`src/rtl/audio_voice_mixer_pkg.sv`:
```
// audio_voice_mixer_pkg: shared mixer defaults, saturation limits and FSM state encoding
package audio_voice_mixer_pkg;
  localparam int NUM_VOICES = 8;
  localparam int IDX_W = 3;
  localparam int GAIN_W = 8;
  localparam int OUT_SHIFT = 8;
  localparam logic [15:0] SAT_MAX = 16'h7FFF;
  localparam logic [15:0] SAT_MIN = 16'h8000;
  typedef enum logic [2:0] {IDLE, RUN, DRAIN, SAT, DONE, HOLD} state_t;
endpackage

```
`src/rtl/audio_voice_mixer_if.sv`:
```
// audio_voice_mixer_if: voice-table read bus between the mixer (master) and the voice table (slave)
interface audio_voice_mixer_if #(
  parameter int IDX_W = audio_voice_mixer_pkg::IDX_W,
  parameter int GAIN_W = audio_voice_mixer_pkg::GAIN_W
);
  logic rd_en;
  logic [IDX_W-1:0] rd_idx;
  logic signed [15:0] sample;
  logic [GAIN_W-1:0] gain_l;
  logic [GAIN_W-1:0] gain_r;
  logic voice_en;
  modport master(output rd_en, rd_idx, input sample, gain_l, gain_r, voice_en);
  modport slave(input rd_en, rd_idx, output sample, gain_l, gain_r, voice_en);
endinterface

```
`src/rtl/audio_mac_sat.sv`:
```
// audio_mac_sat: one channel's gain multiply-accumulate, arithmetic shift and 16-bit saturation with sticky clip
module audio_mac_sat #(
  parameter int GAIN_W = audio_voice_mixer_pkg::GAIN_W,
  parameter int IDX_W = audio_voice_mixer_pkg::IDX_W,
  parameter int OUT_SHIFT = audio_voice_mixer_pkg::OUT_SHIFT
) (
  input  logic iCLK,
  input  logic AUD_DACLRCK,
  input  logic i_acc_en,
  input  logic i_sat_en,
  input  logic i_mute,
  input  logic i_voice_en,
  input  logic signed [15:0] i_sample,
  input  logic [GAIN_W-1:0] i_gain,
  output logic [15:0] o_mix,
  output logic o_clip
);
  import audio_voice_mixer_pkg::*;
  localparam int PROD_W = 16 + GAIN_W + 1;
  localparam int ACC_W = PROD_W + IDX_W;
  logic signed [PROD_W-1:0] prod;
  logic signed [ACC_W-1:0] acc_q, acc_d, t;
  logic [15:0] mix_q, mix_d;
  logic clip_q, clip_d, pos_ovf, neg_ovf;
  always_comb begin
    prod = PROD_W'(i_sample) * PROD_W'($signed({1'b0, i_gain}));
    acc_d = (i_acc_en && i_voice_en) ? acc_q + {{IDX_W{prod[PROD_W-1]}}, prod} : acc_q;
    t = acc_q >>> OUT_SHIFT;
    // in range only when every bit above bit 15 matches the sign
    pos_ovf = !t[ACC_W-1] && |t[ACC_W-2:15];
    neg_ovf = t[ACC_W-1] && !(&t[ACC_W-2:15]);
    mix_d = !i_sat_en ? mix_q : i_mute ? 16'h0000 : pos_ovf ? SAT_MAX : neg_ovf ? SAT_MIN : t[15:0];
    clip_d = clip_q | (i_sat_en & ~i_mute & (pos_ovf | neg_ovf));
  end
  always_ff @(posedge iCLK or negedge AUD_DACLRCK) begin
    if (!AUD_DACLRCK) begin
      acc_q <= '0;
      mix_q <= '0;
      clip_q <= 1'b0;
    end else begin
      acc_q <= acc_d;
      mix_q <= mix_d;
      clip_q <= clip_d;
    end
  end
  assign o_mix = mix_q;
  assign o_clip = clip_q;
endmodule

```
`src/rtl/audio_voice_mixer.sv`:
```
// audio_voice_mixer: one-shot per-LRCK-high scan of the voice table into saturated stereo mix
// LRCK low is the reset; the scan runs once per high half and parks in HOLD.
module audio_voice_mixer #(
  parameter int NUM_VOICES = audio_voice_mixer_pkg::NUM_VOICES,
  parameter int IDX_W = audio_voice_mixer_pkg::IDX_W,
  parameter int GAIN_W = audio_voice_mixer_pkg::GAIN_W,
  parameter int OUT_SHIFT = audio_voice_mixer_pkg::OUT_SHIFT
) (
  input  logic iCLK,
  input  logic AUD_DACLRCK,
  audio_voice_mixer_if.master vb,
  input  logic i_mute,
  output logic [15:0] o_mixL,
  output logic [15:0] o_mixR,
  output logic o_done,
  output logic o_busy,
  output logic o_clipL,
  output logic o_clipR
);
  import audio_voice_mixer_pkg::*;
  state_t state_q, state_d;
  logic rd_en_q, rd_en_d, done_q, done_d, busy_q, busy_d;
  logic [IDX_W-1:0] idx_q, idx_d;
  always_comb begin
    state_d = state_q;
    rd_en_d = rd_en_q;
    idx_d = idx_q;
    done_d = 1'b0;
    case (state_q)
      IDLE: begin
        state_d = RUN;
        rd_en_d = 1'b1;
        idx_d = '0;
      end
      RUN: begin
        state_d = (idx_q == IDX_W'(NUM_VOICES - 1)) ? DRAIN : RUN;
        rd_en_d = idx_q != IDX_W'(NUM_VOICES - 1);
        idx_d = (idx_q == IDX_W'(NUM_VOICES - 1)) ? idx_q : idx_q + 1'b1;
      end
      DRAIN: state_d = SAT;
      SAT: begin
        state_d = DONE;
        done_d = 1'b1;
      end
      DONE: state_d = HOLD;
      default: state_d = state_q;
    endcase
    busy_d = state_d inside {RUN, DRAIN, SAT};
  end
  always_ff @(posedge iCLK or negedge AUD_DACLRCK) begin
    if (!AUD_DACLRCK) begin
      state_q <= IDLE;
      rd_en_q <= 1'b0;
      idx_q <= '0;
      done_q <= 1'b0;
      busy_q <= 1'b0;
    end else begin
      state_q <= state_d;
      rd_en_q <= rd_en_d;
      idx_q <= idx_d;
      done_q <= done_d;
      busy_q <= busy_d;
    end
  end
  assign vb.rd_en = rd_en_q;
  assign vb.rd_idx = idx_q;
  assign o_done = done_q;
  assign o_busy = busy_q;
  // data for a read strobe arrives the following cycle, so rd_en_q gates accumulation
  audio_mac_sat #(.GAIN_W(GAIN_W), .IDX_W(IDX_W), .OUT_SHIFT(OUT_SHIFT)) u_mac_l (
    .iCLK(iCLK), .AUD_DACLRCK(AUD_DACLRCK), .i_acc_en(rd_en_q), .i_sat_en(state_q == SAT),
    .i_mute(i_mute), .i_voice_en(vb.voice_en), .i_sample(vb.sample), .i_gain(vb.gain_l),
    .o_mix(o_mixL), .o_clip(o_clipL)
  );
  audio_mac_sat #(.GAIN_W(GAIN_W), .IDX_W(IDX_W), .OUT_SHIFT(OUT_SHIFT)) u_mac_r (
    .iCLK(iCLK), .AUD_DACLRCK(AUD_DACLRCK), .i_acc_en(rd_en_q), .i_sat_en(state_q == SAT),
    .i_mute(i_mute), .i_voice_en(vb.voice_en), .i_sample(vb.sample), .i_gain(vb.gain_r),
    .o_mix(o_mixR), .o_clip(o_clipR)
  );
endmodule

```
`src/flat_wrapper.sv`:
```
// flat-port wrapper written by rule: the top's interface ports become plain ports
module audio_voice_mixer_flat import audio_voice_mixer_pkg::*;
#(
  parameter int NUM_VOICES = audio_voice_mixer_pkg::NUM_VOICES,
  parameter int IDX_W = audio_voice_mixer_pkg::IDX_W,
  parameter int GAIN_W = audio_voice_mixer_pkg::GAIN_W,
  parameter int OUT_SHIFT = audio_voice_mixer_pkg::OUT_SHIFT
)
  (iCLK, AUD_DACLRCK, i_mute, o_mixL, o_mixR, o_done, o_busy, o_clipL, o_clipR, vb_rd_en, vb_rd_idx, vb_sample, vb_gain_l, vb_gain_r, vb_voice_en);
  audio_voice_mixer_if #(.IDX_W(IDX_W), .GAIN_W(GAIN_W)) vb_i ();
  input  logic iCLK;
  input  logic AUD_DACLRCK;
  input  logic i_mute;
  output logic [15:0] o_mixL;
  output logic [15:0] o_mixR;
  output logic o_done;
  output logic o_busy;
  output logic o_clipL;
  output logic o_clipR;
  output wire logic [$bits(vb_i.rd_en)-1:0] vb_rd_en;
  output wire logic [$bits(vb_i.rd_idx)-1:0] vb_rd_idx;
  input wire logic [$bits(vb_i.sample)-1:0] vb_sample;
  input wire logic [$bits(vb_i.gain_l)-1:0] vb_gain_l;
  input wire logic [$bits(vb_i.gain_r)-1:0] vb_gain_r;
  input wire logic [$bits(vb_i.voice_en)-1:0] vb_voice_en;
  assign vb_rd_en = vb_i.rd_en;
  assign vb_rd_idx = vb_i.rd_idx;
  assign vb_i.sample = vb_sample;
  assign vb_i.gain_l = vb_gain_l;
  assign vb_i.gain_r = vb_gain_r;
  assign vb_i.voice_en = vb_voice_en;
  audio_voice_mixer #(.NUM_VOICES(NUM_VOICES), .IDX_W(IDX_W), .GAIN_W(GAIN_W), .OUT_SHIFT(OUT_SHIFT)) u_core (.iCLK(iCLK), .AUD_DACLRCK(AUD_DACLRCK), .vb(vb_i), .i_mute(i_mute), .o_mixL(o_mixL), .o_mixR(o_mixR), .o_done(o_done), .o_busy(o_busy), .o_clipL(o_clipL), .o_clipR(o_clipR));
endmodule
```
`config.mk`:
```
export PLATFORM = sky130hd
export DESIGN_NAME = audio_voice_mixer_flat
export DESIGN_NICKNAME = d
export VERILOG_FILES = /design/src/rtl/audio_voice_mixer_pkg.sv /design/src/rtl/audio_voice_mixer_if.sv /design/src/rtl/audio_mac_sat.sv /design/src/rtl/audio_voice_mixer.sv /design/src/flat_wrapper.sv
export SDC_FILE = /design/constraint.sdc
export NUM_CORES = 1
export LEC_CHECK = 0
export CAP_MARGIN = 20
export CELL_PAD_IN_SITES_DETAIL_PLACEMENT = 0
export CELL_PAD_IN_SITES_GLOBAL_PLACEMENT = 1
export CORE_MARGIN = 10
export CORE_UTILIZATION = 32
export DETAILED_ROUTE_END_ITERATION = 12
export PLACE_DENSITY = 0.66
export SETUP_SLACK_MARGIN = 0.2
export SYNTH_ARGS = -nofsm -noshare
export SYNTH_HDL_FRONTEND = slang
export SYNTH_SLANG_ARGS = --single-unit
```
`constraint.sdc`:
```
create_clock -name iCLK -period 4.1 [get_ports iCLK]
set_clock_uncertainty 0.2 [all_clocks]
set_input_delay 1.025 -clock iCLK [delete_from_list [all_inputs] [get_ports iCLK]]
set_output_delay 1.025 -clock iCLK [all_outputs]
set_load 0.1 [all_outputs]
```
==> out/results.md <==
| Parameter | This run |
|:---|:---|
| Number of H-tree branching levels | 3 |
| Number of enable flip-flop cells after synthesis | 0 |
| Worst Tran Pin Value | 1.01 ns |
| Wire length of the first global-routing pass | 70.6 mm |
| Cell type with the highest aggregate area in the netlist | sky130_fd_sc_hd__fa_1 |
| Row count | 80 |
| Top FF cell, synth | sky130_fd_sc_hd__dfrtp_1 |
| Total via count in the routed design | 13.3k |
| Cell type group with the largest total delay on the critical path | adder cells |
| Final worst-path cycle share | 1.70 |
| DR DRC count | 0 |
| Post-synthesis async set-or-reset flop share | 1.00 |
| Violated checks | negative setup slack |
| Slack of the critical path | -2.88 ns |
| Number of cells on the worst hold path | 2 |
| Req. time, crit path | 4.14 ns |
| Peak Freq | 143 MHz |
| Minimum clock period after layout | 6.98 ns |
| Final Net Count | 2,661 |
| Count of state elements after synthesis | 99 |
| R2r setup slk | 0.67 ns |
| R2r worst-path depth | 14 |
| Number of failing hold endpoints at the final stage | 0 |
| Pin count of the biggest net entering global routing | 65 |
| Average wire length per cell after detail routing | 14.7 µm |
| Total of warnings raised by yosys | 0 |
| Placed inst area | 0.0199 mm² |
| Final GP Congestion | 0.836 |
| Setup-failing EPs final | 46 |
| Max transition margin | 0.325 |
| Clk buf depth | 2 |
| Crit Reg-Reg Endpoint | u_core.u_mac_l.acc_q[22] |
| Number of DRC violations after detailed-routing iteration 0 | 470 |
| Clock network latency to the later pin of the worst-skew pair | 0.36 ns |
| Worst Hold Launch | u_core.u_mac_r.o_mix[0] |
| CTS buffer count | 9 |
| Total nets after synthesis | 2,197 |
| Die area | 0.0575 mm² |
| Initial antenna violation count | 0 |
| Clk root buf | sky130_fd_sc_hd__clkbuf_16 |
| Total global-route track usage | 0.148 |
| CP peak stage delay | 0.52 ns |
| HPWL reported at the end of detailed placement | 33.9 mm |
| Die Span X | 240 µm |
| Average cell area after synthesis | 8.61 µm² |
| HP Class | reg -> reg |
| Hold Path End | u_core.u_mac_r.o_mix[0] |
| Part of the Yosys area used for sequential elements | 0.160 |
| Dominant cells by area after synthesis | sky130_fd_sc_hd__fa_1 27%, sky130_fd_sc_hd__dfrtp_1 16%, sky130_fd_sc_hd__ha_1 13% |
| Y dimension of the die | 240 µm |
| RR Startpoint | u_core.u_mac_l.acc_q[0] |
| WP data arrival | 7.01 ns |
| Area growth from synthesis to layout | 46.2% |
| Post-synthesis cell count | 1,797 |
| Category of the most critical setup path | in -> reg |
| Cell types with the highest counts after synthesis | 321 x sky130_fd_sc_hd__inv_1, 270 x sky130_fd_sc_hd__nand2_1, 206 x sky130_fd_sc_hd__fa_1 |
| CP most frequent cell | sky130_fd_sc_hd__buf_6 |
| Area inside the core boundary | 0.0477 mm² |
| Routed Wire Length | 42.4 mm |
| Clock slew seen by the registers of the worst setup and hold paths | 0.08 ns |
| Iteration count of the initial detailed-routing pass | 4 |
| Setup repair after global routing missed its margin | yes |
| Number of top-level design ports | 76 |
| Area share of the largest cell type after synthesis | 0.267 |
| Largest fanout on the critical path | 6 |
| Layout cell share with drive strength beyond 1 | 0.345 |
| Post-detailed-route via-to-cell ratio | 4.62 |
| Distinct cell type count after synthesis | 71 |
| Launching element type of the critical path | primary input |
| Buffer and inverter count on the worst path | 10 |
| Top-count cell post-synth | sky130_fd_sc_hd__inv_1 |
| Remaining global-route overflow | 0 |
| Pins over their slew limit | 0 |
| Initial core utilization | 0.324 |
| Area of all placed cells without fillers | 0.0226 mm² |
| Number of global-route vias before repair | 14.2k |
| Num Clock Sinks | 99 |
| Count of inserted antenna diode cells | 0 |
| Number of nets still failing antenna checks after routing | 0 |
| Status | finished, violations left |
| Worst path slowest cell | sky130_fd_sc_hd__fa_1 |
| Capturing element type of the critical path | register |
| Cell Area, Synth | 0.0155 mm² |
| Max Cap Viol | 0 |
| Port Buf Inserts | 75 |
| Clock tree from TritonCTS | done |
[timing repair]
action / in CTS / in global routing
hold buffers: 0 / 0
resized for setup: 347 / 147
cloned: 4 / 0
pin swaps: 193 / 163
buffers inserted: 66 / 33
endpoints found under the setup margin: 50 / 48
[how the worst max path moves through the flow]
stage | depth (start not counted) | endpoint | start | slack, ns
after floorplan | 26 | u_core.u_mac_r.acc_q[26] | vb_gain_r[3] | -2.95
after global placement | 27 | u_core.u_mac_r.acc_q[26] | vb_sample[6] | -3.97
after detailed placement | 27 | u_core.u_mac_r.acc_q[26] | vb_sample[6] | -4.00
after CTS | 28 | u_core.u_mac_r.acc_q[27] | vb_sample[9] | -3.00
after global routing | 32 | u_core.u_mac_r.acc_q[27] | vb_gain_r[1] | -3.12
final | 32 | u_core.u_mac_l.acc_q[22] | vb_sample[6] | -2.88
[per-layer routing]
layer  global-route usage  part of all wire  vias up
li1                     -                 -     6636
met3               0.0131             0.022       21
met2                0.249              0.47      114
met5                    0                 0        -
met4               0.0266            0.0082        0
met1                0.205              0.50     6543
[kinds of logic after synthesis]
logic type | share of synthesized area
AND/OR/NAND/NOR | 0.174
buffers and inverters | 0.0920
adder cells (fa/ha/maj) | 0.395
AO/OA/AOI/OAI | 0.125
flip-flops | 0.160
XOR/XNOR | 0.0510
multiplexers | 0.00356
[flip-flops by register name, indices dropped and copies added (netlist names), 3 cells and up]
name / cells
u_core.u_mac_r.o_mix: 16
u_core.u_mac_l.o_mix: 16
u_core.vb.rd_idx: 3
u_core.state_q: 3
u_core.u_mac_l.acc_q: 28
u_core.u_mac_r.acc_q: 28
[through the flow]
stage / setup TNS, ns / hold WS [ns] / setup WS (ns) / std cells / util
after floorplan: -80.06 / 0.243 / -2.95 / 1797 / -
after global placement: -133.50 / 0.254 / -3.97 / 2762 / 0.416
after detailed placement: -135.80 / 0.258 / -4.00 / 2762 / 0.416
after CTS: -90.22 / 0.274 / -3.00 / 2848 / 0.455
after global routing: -100.10 / 0.292 / -3.12 / 2881 / 0.474
final: -90.97 / 0.265 / -2.88 / 2881 / 0.474
[worst min-delay path, cell delays in order (launching register included)]
cell,delay (ns)
sky130_fd_sc_hd__dfrtp_1,0.34
sky130_fd_sc_hd__nand2_1,0.05
sky130_fd_sc_hd__nand2_1,0.05
[final cells by class]
class	count	area, µm²
clock buffers	9	225
multi-input cells	1319	13400
well taps	615	769
flip-flops and latches	99	2480
inverters	321	1210
clock inverters	7	51.3
repair buffers	511	4500
fillers	4473	25100
[layout by cell type, fill, tap and decap left out, drive strengths merged, types with 7 or more instances in the layout]
cell,n
a21oi,63
and2,147
nand2b,9
nand4,9
nor2,57
xor2,32
nand2,270
inv,324
clkdlybuf4s50,42
o31ai,13
xnor2,58
a21o,29
a211oi,8
o21bai,18
nor3,19
fa,206
o21ai,104
buf,456
clkbuf,16
o211ai,7
dfrtp,99
nand3,15
nor2b,7
and3,10
ha,158
a22o,7
Power is not shown: default switching activity piles up to over one toggle a cycle in this logic, so the estimate is an artifact.
